--- config.mk ---
export PLATFORM = sky130hd
export DESIGN_NAME = orde_cam_alloc
export DESIGN_NICKNAME = d
export VERILOG_FILES = /design/src/rtl/aimc_lib.sv /design/src/rtl/orde_cam_age_matrix.sv /design/src/rtl/orde_cam_alloc.sv
export SDC_FILE = /design/constraint.sdc
export NUM_CORES = 2
export LEC_CHECK = 0
export ABC_CLOCK_PERIOD_IN_PS = 4850
export CORE_MARGIN = 4
export CORE_UTILIZATION = 28
export DETAILED_ROUTE_END_ITERATION = 10
export PLACE_DENSITY = 0.44
export SYNTH_ARGS = -nofsm -noshare
export SYNTH_HDL_FRONTEND = slang
export SYNTH_HIERARCHICAL = 1
export SYNTH_SLANG_ARGS = --single-unit
--- constraint.sdc ---
create_clock -name clk -period 4.85 [get_ports clk]
set_clock_uncertainty 0.1 [all_clocks]
set_input_delay 0.97 -clock clk [delete_from_list [all_inputs] [get_ports clk]]
set_output_delay 0.97 -clock clk [all_outputs]
set_load 0.01 [all_outputs]
--- src/rtl/aimc_lib.sv ---
// Shared types and helpers for the ordering CAM.
// Entry lifecycle enum and a lowest-set-bit index helper.
package aimc_lib;

    localparam int ORDE_MAX_DEPTH = 256;

    typedef enum logic [1:0] {
        ORDE_FREE,
        ORDE_PEND,
        ORDE_MATCH
    } orde_entry_st_t;

    // Index of the lowest set bit; 0 when nothing is set.
    function automatic int onehot_lowest(
        input logic [ORDE_MAX_DEPTH-1:0] v
    );
        int r;
        r = 0;
        for (int i = ORDE_MAX_DEPTH - 1; i >= 0; i--) begin
            if (v[i]) r = i;
        end
        return r;
    endfunction

endpackage

--- src/rtl/orde_cam_age_matrix.sv ---
// Older-than matrix: older[r][c] means entry r was inserted before c.
// Picks the one candidate that no other candidate predates.
module orde_cam_age_matrix #(
    parameter int CAM_DEPTH = 32
) (
    input  logic                 clk,
    input  logic                 rst,
    input  logic [CAM_DEPTH-1:0] ins_oh,
    input  logic [CAM_DEPTH-1:0] free_oh,
    input  logic [CAM_DEPTH-1:0] cand,
    output logic [CAM_DEPTH-1:0] oldest
);

    logic [CAM_DEPTH-1:0] older [CAM_DEPTH];
    logic [CAM_DEPTH-1:0] nxt   [CAM_DEPTH];
    logic [CAM_DEPTH-1:0] blk;

    // New entry: its row clears, every other row gains its column.
    // Freed entries drop both row and column.
    always_comb begin
        for (int r = 0; r < CAM_DEPTH; r++) begin
            for (int c = 0; c < CAM_DEPTH; c++) begin
                nxt[r][c] = older[r][c];
                if (ins_oh[r]) nxt[r][c] = 1'b0;
                if (ins_oh[c] && (r != c)) nxt[r][c] = 1'b1;
                if (free_oh[r] || free_oh[c]) nxt[r][c] = 1'b0;
            end
        end
    end

    // Matrix register, cleared on reset.
    always_ff @(posedge clk or negedge rst) begin
        if (!rst) begin
            for (int r = 0; r < CAM_DEPTH; r++) older[r] <= '0;
        end else begin
            for (int r = 0; r < CAM_DEPTH; r++) older[r] <= nxt[r];
        end
    end

    // A candidate is oldest when no other candidate is older than it.
    always_comb begin
        blk = '0;
        for (int i = 0; i < CAM_DEPTH; i++) begin
            for (int j = 0; j < CAM_DEPTH; j++) begin
                if (j != i) blk[i] = blk[i] | (cand[j] & older[j][i]);
            end
        end
        oldest = cand & ~blk;
    end

endmodule

--- src/rtl/orde_cam_alloc.sv ---
// Ordering CAM with self-allocation, FREE/PEND/MATCH lifecycle, oldest-hit.
// ORDE_CAM_TERNARY_EN adds srch_mask (0 bits are don't-care on compare).
module orde_cam_alloc
    import aimc_lib::*;
#(
    parameter  int CAM_DEPTH = 32,
    parameter  int CAM_WIDTH = 23,
    localparam int IDX_W     = $clog2(CAM_DEPTH),
    localparam int CNT_W     = $clog2(CAM_DEPTH + 1)
) (
    input  logic                 clk,
    input  logic                 rst,
    input  logic                 ins_valid,
    input  logic [CAM_WIDTH-1:0] ins_key,
    output logic                 ins_ready,
    output logic [IDX_W-1:0]     ins_idx,
    input  logic                 srch_valid,
    input  logic [CAM_WIDTH-1:0] srch_key,
`ifdef ORDE_CAM_TERNARY_EN
    input  logic [CAM_WIDTH-1:0] srch_mask,
`endif
    output logic                 srch_hit,
    output logic [IDX_W-1:0]     srch_idx,
    output logic [CAM_DEPTH-1:0] match_entry_array,
    input  logic                 claim_valid,
    input  logic [IDX_W-1:0]     claim_idx,
    input  logic                 stat_valid,
    input  logic [IDX_W-1:0]     stat_idx,
    output logic                 status,
    input  logic                 pop_valid,
    input  logic [IDX_W-1:0]     pop_idx,
    output logic [CNT_W-1:0]     count,
    output logic                 full,
    output logic                 empty,
    output logic                 err
);

    orde_entry_st_t       st   [CAM_DEPTH];
    logic [CAM_WIDTH-1:0] keys [CAM_DEPTH];

    logic [CAM_WIDTH-1:0] cmp_mask;
    logic [CAM_DEPTH-1:0] free_v, pend_v, hit_v;
    logic [CAM_DEPTH-1:0] claim_oh, ins_oh, pop_oh;
    logic [CAM_DEPTH-1:0] elig, oldest;
    logic [ORDE_MAX_DEPTH-1:0] free_x, old_x;
    logic ins_acc, claim_ok, pop_ok, clash, bad;

`ifdef ORDE_CAM_TERNARY_EN
    assign cmp_mask = srch_mask;
`else
    assign cmp_mask = '1;
`endif

    // Per-entry state decode and key compare.
    always_comb begin
        free_v = '0;
        pend_v = '0;
        hit_v  = '0;
        for (int i = 0; i < CAM_DEPTH; i++) begin
            free_v[i] = (st[i] == ORDE_FREE);
            pend_v[i] = (st[i] == ORDE_PEND);
            hit_v[i]  = (((keys[i] ^ srch_key) & cmp_mask) == '0);
        end
    end

    // Zero-extend vectors for the shared index helper.
    always_comb begin
        free_x = '0;
        old_x  = '0;
        free_x[CAM_DEPTH-1:0] = free_v;
        old_x[CAM_DEPTH-1:0]  = oldest;
    end

    assign ins_ready = !full;
    assign ins_idx   = IDX_W'(onehot_lowest(free_x));
    assign ins_acc   = ins_valid && ins_ready;
    assign ins_oh    = ins_acc ? (CAM_DEPTH'(1) << ins_idx) : '0;

    assign claim_ok = claim_valid && (st[claim_idx] == ORDE_PEND);
    assign claim_oh = claim_valid ? (CAM_DEPTH'(1) << claim_idx) : '0;
    assign clash    = claim_valid && pop_valid && (claim_idx == pop_idx);
    assign pop_ok   = pop_valid && (st[pop_idx] == ORDE_MATCH) && !clash;
    assign pop_oh   = pop_ok ? (CAM_DEPTH'(1) << pop_idx) : '0;
    assign bad      = (claim_valid && !claim_ok) || (pop_valid && !pop_ok);

    // An entry being claimed this cycle is no longer a search candidate.
    assign elig = pend_v & hit_v & ~claim_oh & {CAM_DEPTH{srch_valid}};

    assign match_entry_array = elig;
    assign srch_hit          = |elig;
    assign srch_idx          = IDX_W'(onehot_lowest(old_x));

    assign status = stat_valid && (st[stat_idx] == ORDE_MATCH);
    assign full   = (count == CNT_W'(CAM_DEPTH));
    assign empty  = (count == '0);

    orde_cam_age_matrix #(
        .CAM_DEPTH (CAM_DEPTH)
    ) u_age (
        .clk     (clk),
        .rst     (rst),
        .ins_oh  (ins_oh),
        .free_oh (pop_oh),
        .cand    (elig),
        .oldest  (oldest)
    );

    // Lifecycle: insert, claim and pop always hit distinct entries.
    always_ff @(posedge clk or negedge rst) begin
        if (!rst) begin
            for (int i = 0; i < CAM_DEPTH; i++) st[i] <= ORDE_FREE;
        end else begin
            if (ins_acc)  st[ins_idx]   <= ORDE_PEND;
            if (claim_ok) st[claim_idx] <= ORDE_MATCH;
            if (pop_ok)   st[pop_idx]   <= ORDE_FREE;
        end
    end

    // Key storage carries no reset; state gates its use.
    always_ff @(posedge clk) begin
        if (ins_acc) keys[ins_idx] <= ins_key;
    end

    // Occupancy counter and registered protocol-error pulse.
    always_ff @(posedge clk or negedge rst) begin
        if (!rst) begin
            count <= '0;
            err   <= 1'b0;
        end else begin
            err <= bad;
            unique case ({ins_acc, pop_ok})
                2'b10:   count <= count + 1'b1;
                2'b01:   count <= count - 1'b1;
                default: count <= count;
            endcase
        end
    end

endmodule
# Word-level counts from Yosys, hierarchy flattened
# Memories as Yosys holds them, arrays and structs flattened.
# Cells that the tools add are included.
[totals]
register_bits = 1063
ramBits = 736
inputBits = 68
output_inout_bits = 54
elab_cells = 6260
memories = 1
[mem_list]
columns = ["name", "words", "width", "rd", "rd_ports_with_merged_regs", "wr", "line_no", "rtl"]
rows = [
  ["keys", 32, 23, 32, 0, 1, "orde_cam_alloc.sv:39", "logic [CAM_WIDTH-1:0] keys [CAM_DEPTH];"],
]
[classes]
addsub = 2
magnitude_cmp = 7
eq_ne = 39
n_shift = 3
mux = 2104
bitwise = 2002
reduce_logical = 1076
[op_table]
columns = ["op", "count"]
rows = [
  ["$mux W1", 2018],
  ["$reduce_bool A3 Y1", 496],
  ["$and A1 B1 Y1", 992],
  ["$or A1 B1 Y1", 960],
  ["$logic_not A23 Y1", 32],
  ["$xor A23 B23 Y23", 32],
  ["$logic_or A1 B1 Y1", 497],
  ["$mux W5", 64],
  ["$and A32 B32 Y32", 6],
  ["$mux W64", 3],
  ["$not A32 Y32", 4],
  ["$mux W32", 3],
  ["$shl A1 B5 Y32 const A", 3],
  ["$eq A2 B1 Y1 const B", 34],
  ["$and A64 B64 Y64", 1],
  ["$logic_not A2 Y1", 32],
  ["$not A64 Y64", 1],
  ["$or A32 B32 Y32", 2],
  ["$reduce_or A32 Y1", 1],
  ["$bmux W2 S5", 3],
  ["$demux W2 S5", 3],
  ["$ge A6 B6 Y1 const B", 4],
  ["$not A5 Y6", 4],
  ["$lt A6 B1 Y1 const B", 3],
  ["other kinds (11)", 35],
]

# Depth between registers and ports, before layout
# An unclocked memory read counts as a cell.
[depth]
depth_word = 71
ltp_mapped = 18
depth_no_buf = 15

# Cells and area by module
# Netlist, hierarchy kept.
[by_module_without_submodules]
columns = ["module", "instances", "cells_each", "area_each_um2", "seq_area_each_um2"]
rows = [
  ["orde_cam_age_matrix", 1, 4160, 42196.7, 24823.8],
  ["orde_cam_alloc", 1, 2647, 37115.6, 23877.9],
]

# Worst setup path before layout
# Ideal clock, no wire load.
[synth_path]
kind = "input -> output"
from = "input srch_key[18]"
to = "output srch_idx[2]"
arrival_ns = 4.504
t_required_ns = 3.780
path_slack_ns = -0.724
path_stages = 17
path_buffers = 4
cell_sequence = "clkbuf_1 buf_2 xor2_1 nor4_1 nand3_1 a211oi_1 buf_2 buf_2 a22oi_1 nand3_1 nor3_2 nor4_1 nor2b_1 nor2_1 o21ai_0 a21oi_1 nor4b_1"
[synth_between]
elab_cells_between_ends = 2053
cone_classes = "mux: 32; bitwise: 1989; reduce/logical: 32"
[synth_rtl]
columns = ["item", "line_no", "rtl"]
rows = [
  ["start: declaration", "orde_cam_alloc.sv:18", "input logic [CAM_WIDTH-1:0] srch_key,"],
  ["$xor A23 B23 Y23", "orde_cam_alloc.sv:62", "hit_v[i] = (((keys[i] ^ srch_key) & cmp_mask) == '0);"],
  ["$logic_not A23 Y1", "orde_cam_alloc.sv:62", ""],
  ["$and A32 B32 Y32 (3 in series)", "orde_cam_alloc.sv:87", "assign elig = pend_v & hit_v & ~claim_oh & {CAM_DEPTH{srch_valid}};"],
  ["named net match_entry_array[14]", "orde_cam_alloc.sv:24", "output logic [CAM_DEPTH-1:0] match_entry_array,"],
  ["$and A1 B1 Y1", "orde_cam_age_matrix.sv:45", "if (j != i) blk[i] = blk[i] | (cand[j] & older[j][i]);"],
  ["$or A1 B1 Y1 (17 in series)", "orde_cam_age_matrix.sv:45", ""],
  ["$not A32 Y32", "orde_cam_age_matrix.sv:48", "oldest = cand & ~blk;"],
  ["$and A32 B32 Y32", "orde_cam_age_matrix.sv:48", ""],
  ["named net oldest[24]", "orde_cam_alloc.sv:44", "logic [CAM_DEPTH-1:0] elig, oldest;"],
  ["$mux W5 (25 in series)", "aimc_lib.sv:20", "if (v[i]) r = i;"],
  ["end: declaration", "orde_cam_alloc.sv:23", "output logic [IDX_W-1:0] srch_idx,"],
]
# The timed path passes the listed nets, and every way through them passes these cells.

# Worst setup path after layout
[layout_path]
from = "input srch_key[12]"
to = "output srch_idx[2]"
[layout_between]
elab_cells_between_ends = 2053
cone_classes = "mux: 32; bitwise: 1989; reduce/logical: 32"
[layout_rtl]
columns = ["item", "line_no"]
rows = [
  ["$xor A23 B23 Y23", "orde_cam_alloc.sv:62"],
  ["$logic_not A23 Y1", "orde_cam_alloc.sv:62"],
  ["$and A32 B32 Y32 (*) (3 in series)", "orde_cam_alloc.sv:87"],
  ["$and A1 B1 Y1", "orde_cam_age_matrix.sv:45"],
  ["$or A1 B1 Y1 (30 in series)", "orde_cam_age_matrix.sv:45"],
  ["$not A32 Y32", "orde_cam_age_matrix.sv:48"],
  ["$and A32 B32 Y32 (*)", "orde_cam_age_matrix.sv:48"],
  ["named net oldest[12]", "orde_cam_alloc.sv:44"],
  ["$mux W5 (*) (13 in series)", "aimc_lib.sv:20"],
]
# Mark *: on every way through the listed nets, which the timed path passes. The rest lies on a longest branch.

==> results.py <==
metrics = {
    "die": {
        "die_area_mm2": 0.2918,
        "ios": 122,
        "rows": 195,
        "dieWidth_um": 540.2,
        "core_area_mm2": 0.2820,
        "start_util_pct": 28.12,
        "die_y_um": 540.2,
    },
    "synth": {
        "synth_cell_types": 79,
        "synth_ff_type": "dfrtp_1",
        "async_flop_share_pct": 59.09,
        "syn_inst": 6807,
        "synth_edf_count": 736,
        "syn_nets": 6881,
        "synth.cell_area_mm2": 0.07931,
        "postSynthAreaPerCell_um2": 11.65,
        "yosysWarningCount": 6,
        "ys_seq_area_share_pct": 61.40,
        "synth_seq_cells": 1799,
    },
    "routing": {
        "drtAntennaViolNets": 0,
        "viasPerCell": 5.734,
        "drc": 0,
        "drt_iter0_drc": 8942,
        "firstDrtPassIters": 6,
        "wl_mm": 384.5,
        "via_count": 66200,
        "post_drt_wl_per_cell_um": 33.31,
    },
    "grt": {
        "grt_antenna_before_repair": 21,
        "grt_use_total_pct": 25.46,
        "overflow": 0,
        "grt_pass1_vias": 64400,
        "grt_max_degree": 167,
        "grt_pass1_wl_mm": 532.4,
    },
    "clocking": {
        "cts_tree": "yes",
        "clock_latency_ns": 0.89,
        "cts_buffers": 206,
        "cts.sinks": 1799,
        "cts_buffer_depth": 4,
        "h-tree-depth": 4,
        "clkTransAtPathRegs_ns": 0.05,
        "cts_root_buffer": "clkbuf_16",
    },
    "worst_setup_path": {
        "cp-endpoint": "srch_idx[2]",
        "end_kind": "output port",
        "r2r_end": "u_age/older[590]",
        "reg2reg_slack_ns": 0.49,
        "worstPathRequired_ns": 3.78,
        "rr_startpoint": "st[46]",
        "crit_arrival_ns": 5.16,
        "crit_start": "srch_key[12]",
        "start_kind": "input port",
        "critPathMaxFanout": 10,
        "r2r_cells": 14,
        "crit_type": "input port to output port",
    },
    "placement": {
        "post-place-ws_ns": -2.645,
        "io_buffers": 121,
        "gp_congestion": 0.8987,
        "dp_hpwl_mm": 241.3,
    },
    "pwr": {
        "p_int_w": 0.03134,
        "p_leak_nw": 41.80,
        "power_density_mw_per_mm2": 443.5,
        "p_sw_share_pct": 32.21,
        "clkPwrFrac_pct": 34.0,
        "pwr-share-seq_pct": 43.5,
        "p_comb_share_pct": 22.5,
        "ir_worst_vdd_v": 0.0002887,
        "switching_power_w": 0.01489,
    },
    "worst_hold_path": {
        "min_from": "ins_key[5]",
        "hold_class": "input port to register",
    },
    "sta": {
        "fin_crit_ns": 6.233,
        "slew_viol_final": 0,
        "worst_pin_slew_ns": 1.364,
        "grt_setup_unrepaired": "yes",
        "setup-violations-final": 6,
        "fmax_mhz": 160.4,
        "post-route-period-util_pct": 128.5,
        "worst_slack_ns": -1.383,
        "finalHoldViolCount": 0,
        "relSlewSlack_pct": 9.057,
    },
    "status": {
        "status": "complete, but fails checks",
        "violations": "negative setup slack",
    },
    "job": {
        "maxCapViolations": 0,
    },
    "final_layout": {
        "area_growth_pct": 31.45,
        "layout.nets": 7703,
        "drive_above_1_share_pct": 25.00,
        "finish.utilization_pct": 36.96,
    },
}
sequential cells by signal, indices dropped and copies added (netlist names):
name / count
count: 6
err: 1
keys: 736
st: 64
u_age/older: 992
final cells by class:
cell class | instances | area (µm²)
inverters | 99 | 372.9
fillers | 27580 | 177800
clock buffers | 295 | 5852
multi-input cells | 4249 | 29820
flip-flops and latches | 1799 | 48700
well taps | 3743 | 4683
clock inverters | 81 | 783.3
repair buffers | 1274 | 14030
diodes | 4 | 10.01
stage by stage:
step / power [W] / cell area, µm² / hold WS [ns] / instances / setup TNS (ns)
3_3_place_gp: 0.03007 / 93090 / 0.4109 / 10960 / -15.62
4_1_cts: 0.04627 / 103200 / 0.3441 / 11500 / -6.376
5_1_grt: 0.04809 / 104200 / 0.3642 / 11540 / -6.675
6_report: 0.04623 / 104300 / 0.4101 / 11540 / -6.510
3_5_place_dp: 0.03028 / 93090 / 0.4180 / 10960 / -15.12
2_1_floorplan: 0.02528 / 80300 / 0.4199 / 6807 / -0.09762
cell usage in the layout, fill, tap and decap left out, drive strengths merged, types with 6 or more instances in the layout:
| cell | instances |
|---|---|
| a22o | 192 |
| bufbuf | 8 |
| clkinv | 56 |
| a311oi | 10 |
| o21ai | 23 |
| xor2 | 707 |
| nor2b | 24 |
| and2 | 26 |
| nor3b | 35 |
| buf | 1203 |
| nor2 | 64 |
| a21oi | 1065 |
| mux4 | 9 |
| a211oi | 47 |
| bufinv | 12 |
| a2bb2oi | 6 |
| nand2 | 56 |
| and4 | 8 |
| and3 | 26 |
| inv | 107 |
| edfxtp | 736 |
| nand4 | 92 |
| xnor2 | 40 |
| a221oi | 207 |
| nand3 | 90 |
| clkdlybuf4s50 | 46 |
| dlygate4sd2 | 8 |
| a22oi | 96 |
| a31oi | 25 |
| clkbuf | 298 |
| nor3 | 1061 |
| a222oi | 9 |
| nor4 | 210 |
| o22a | 6 |
| nand2b | 18 |
| dfrtp | 1063 |
| o22ai | 17 |
| nand3b | 17 |
how the worst min path moves through the flow:
stage	slack [ns]	cells after the start	to
after floorplan	0.42	2	st[49]
after global placement	0.41	1	count[5]
after detailed placement	0.42	1	count[5]
after CTS	0.34	1	keys[22][5]
after global routing	0.36	1	keys[22][5]
final	0.41	1	keys[22][5]
Yosys cell counts, drive strengths merged (5+ instances only):
cell type	count	share of area, %
dfrtp	1063	34
and3	26	0.21
nand4	92	0.73
a22o	192	2.1
and4	8	0.088
a222oi	9	0.11
nor4	210	1.7
clkbuf	499	2.4
ha	5	0.079
nand3	90	0.57
xor2	707	7.8
nor2	64	0.30
mux4	9	0.26
nand2b	18	0.14
a31oi	25	0.20
nor3	1061	7.0
o32a	5	0.063
o31ai	5	0.047
xnor2	40	0.44
inv	99	0.47
nor3b	35	0.34
and2	26	0.21
o21ai	23	0.15
nand3b	17	0.16
buf	161	1.2
a221oi	207	2.4
o22a	6	0.066
nand2	56	0.27
a311oi	10	0.11
nor2b	24	0.19
a21oi	1065	6.7
a2bb2oi	6	0.066
edfxtp	736	28
a22oi	96	0.91
a211oi	47	0.44
o22ai	17	0.15
power by group through the flow:
stage | Sequential, W | Clock, W | Combinational (W)
6_report | 0.0201 | 0.0157 | 0.0104
2_1_floorplan | 0.0201 | 0 | 0.00523
5_1_grt | 0.0203 | 0.0166 | 0.0112
3_3_place_gp | 0.0202 | 0 | 0.00985
4_1_cts | 0.0200 | 0.0160 | 0.0103
3_5_place_dp | 0.0203 | 0 | 0.0100
worst max-delay path, stage by stage:
cell and delay, ns:
buf_4 0.14, buf_6 0.14, buf_12 0.14, buf_4 0.16, xor2_1 0.25, nor4_4 0.11
nand3_4 0.15, a211oi_4 0.06, buf_12 0.15, buf_12 0.15, buf_4 0.18, a22o_1 0.21
a221oi_1 0.28, buf_4 0.17, nand4_1 0.09, nor3_2 0.56, nor4_2 0.15, buf_4 0.17
o21ai_2 0.07, a21oi_2 0.09, nor4b_4 0.42, buf_4 0.18, buf_6 0.11
cell families (layout without fill, tap and decap cells):
kind of cell | count (synthesis) | count (layout) | share of synthesized area [%]
XOR/XNOR | 747 | 747 | 8.249
AND/OR/NAND/NOR | 1746 | 1746 | 12.06
buffers and inverters | 759 | 1749 | 4.007
other | 0 | 4 | 0
AO/OA/AOI/OAI | 1736 | 1736 | 13.85
multiplexers | 14 | 14 | 0.3313
flip-flops | 1799 | 1799 | 61.40
adder cells (fa/ha/maj) | 6 | 6 | 0.1041
repair_timing:
| action | 4_1_cts | 5_1_grt |
|---|---|---|
| pin swaps | 157 | 109 |
| hold buffers | 1 | 0 |
| endpoints found under the setup margin | 21 | 15 |
| hold endpoints to repair | 33 | 0 |
| cloned | 13 | 2 |
| buffers inserted | 155 | 41 |
| gates resized for setup | 355 | 119 |
routing by layer:
metal  global-route usage, %  part of all wire [%]  vias up
met4                   10.60                   4.8        2
met3                   4.359                   8.3      808
met2                   39.53                    45     3661
met5                       0                0.0052        -
met1                   35.14                    42    34720
li1                        -                     -    27000
Note: power is estimated with default switching activity, not from simulation.
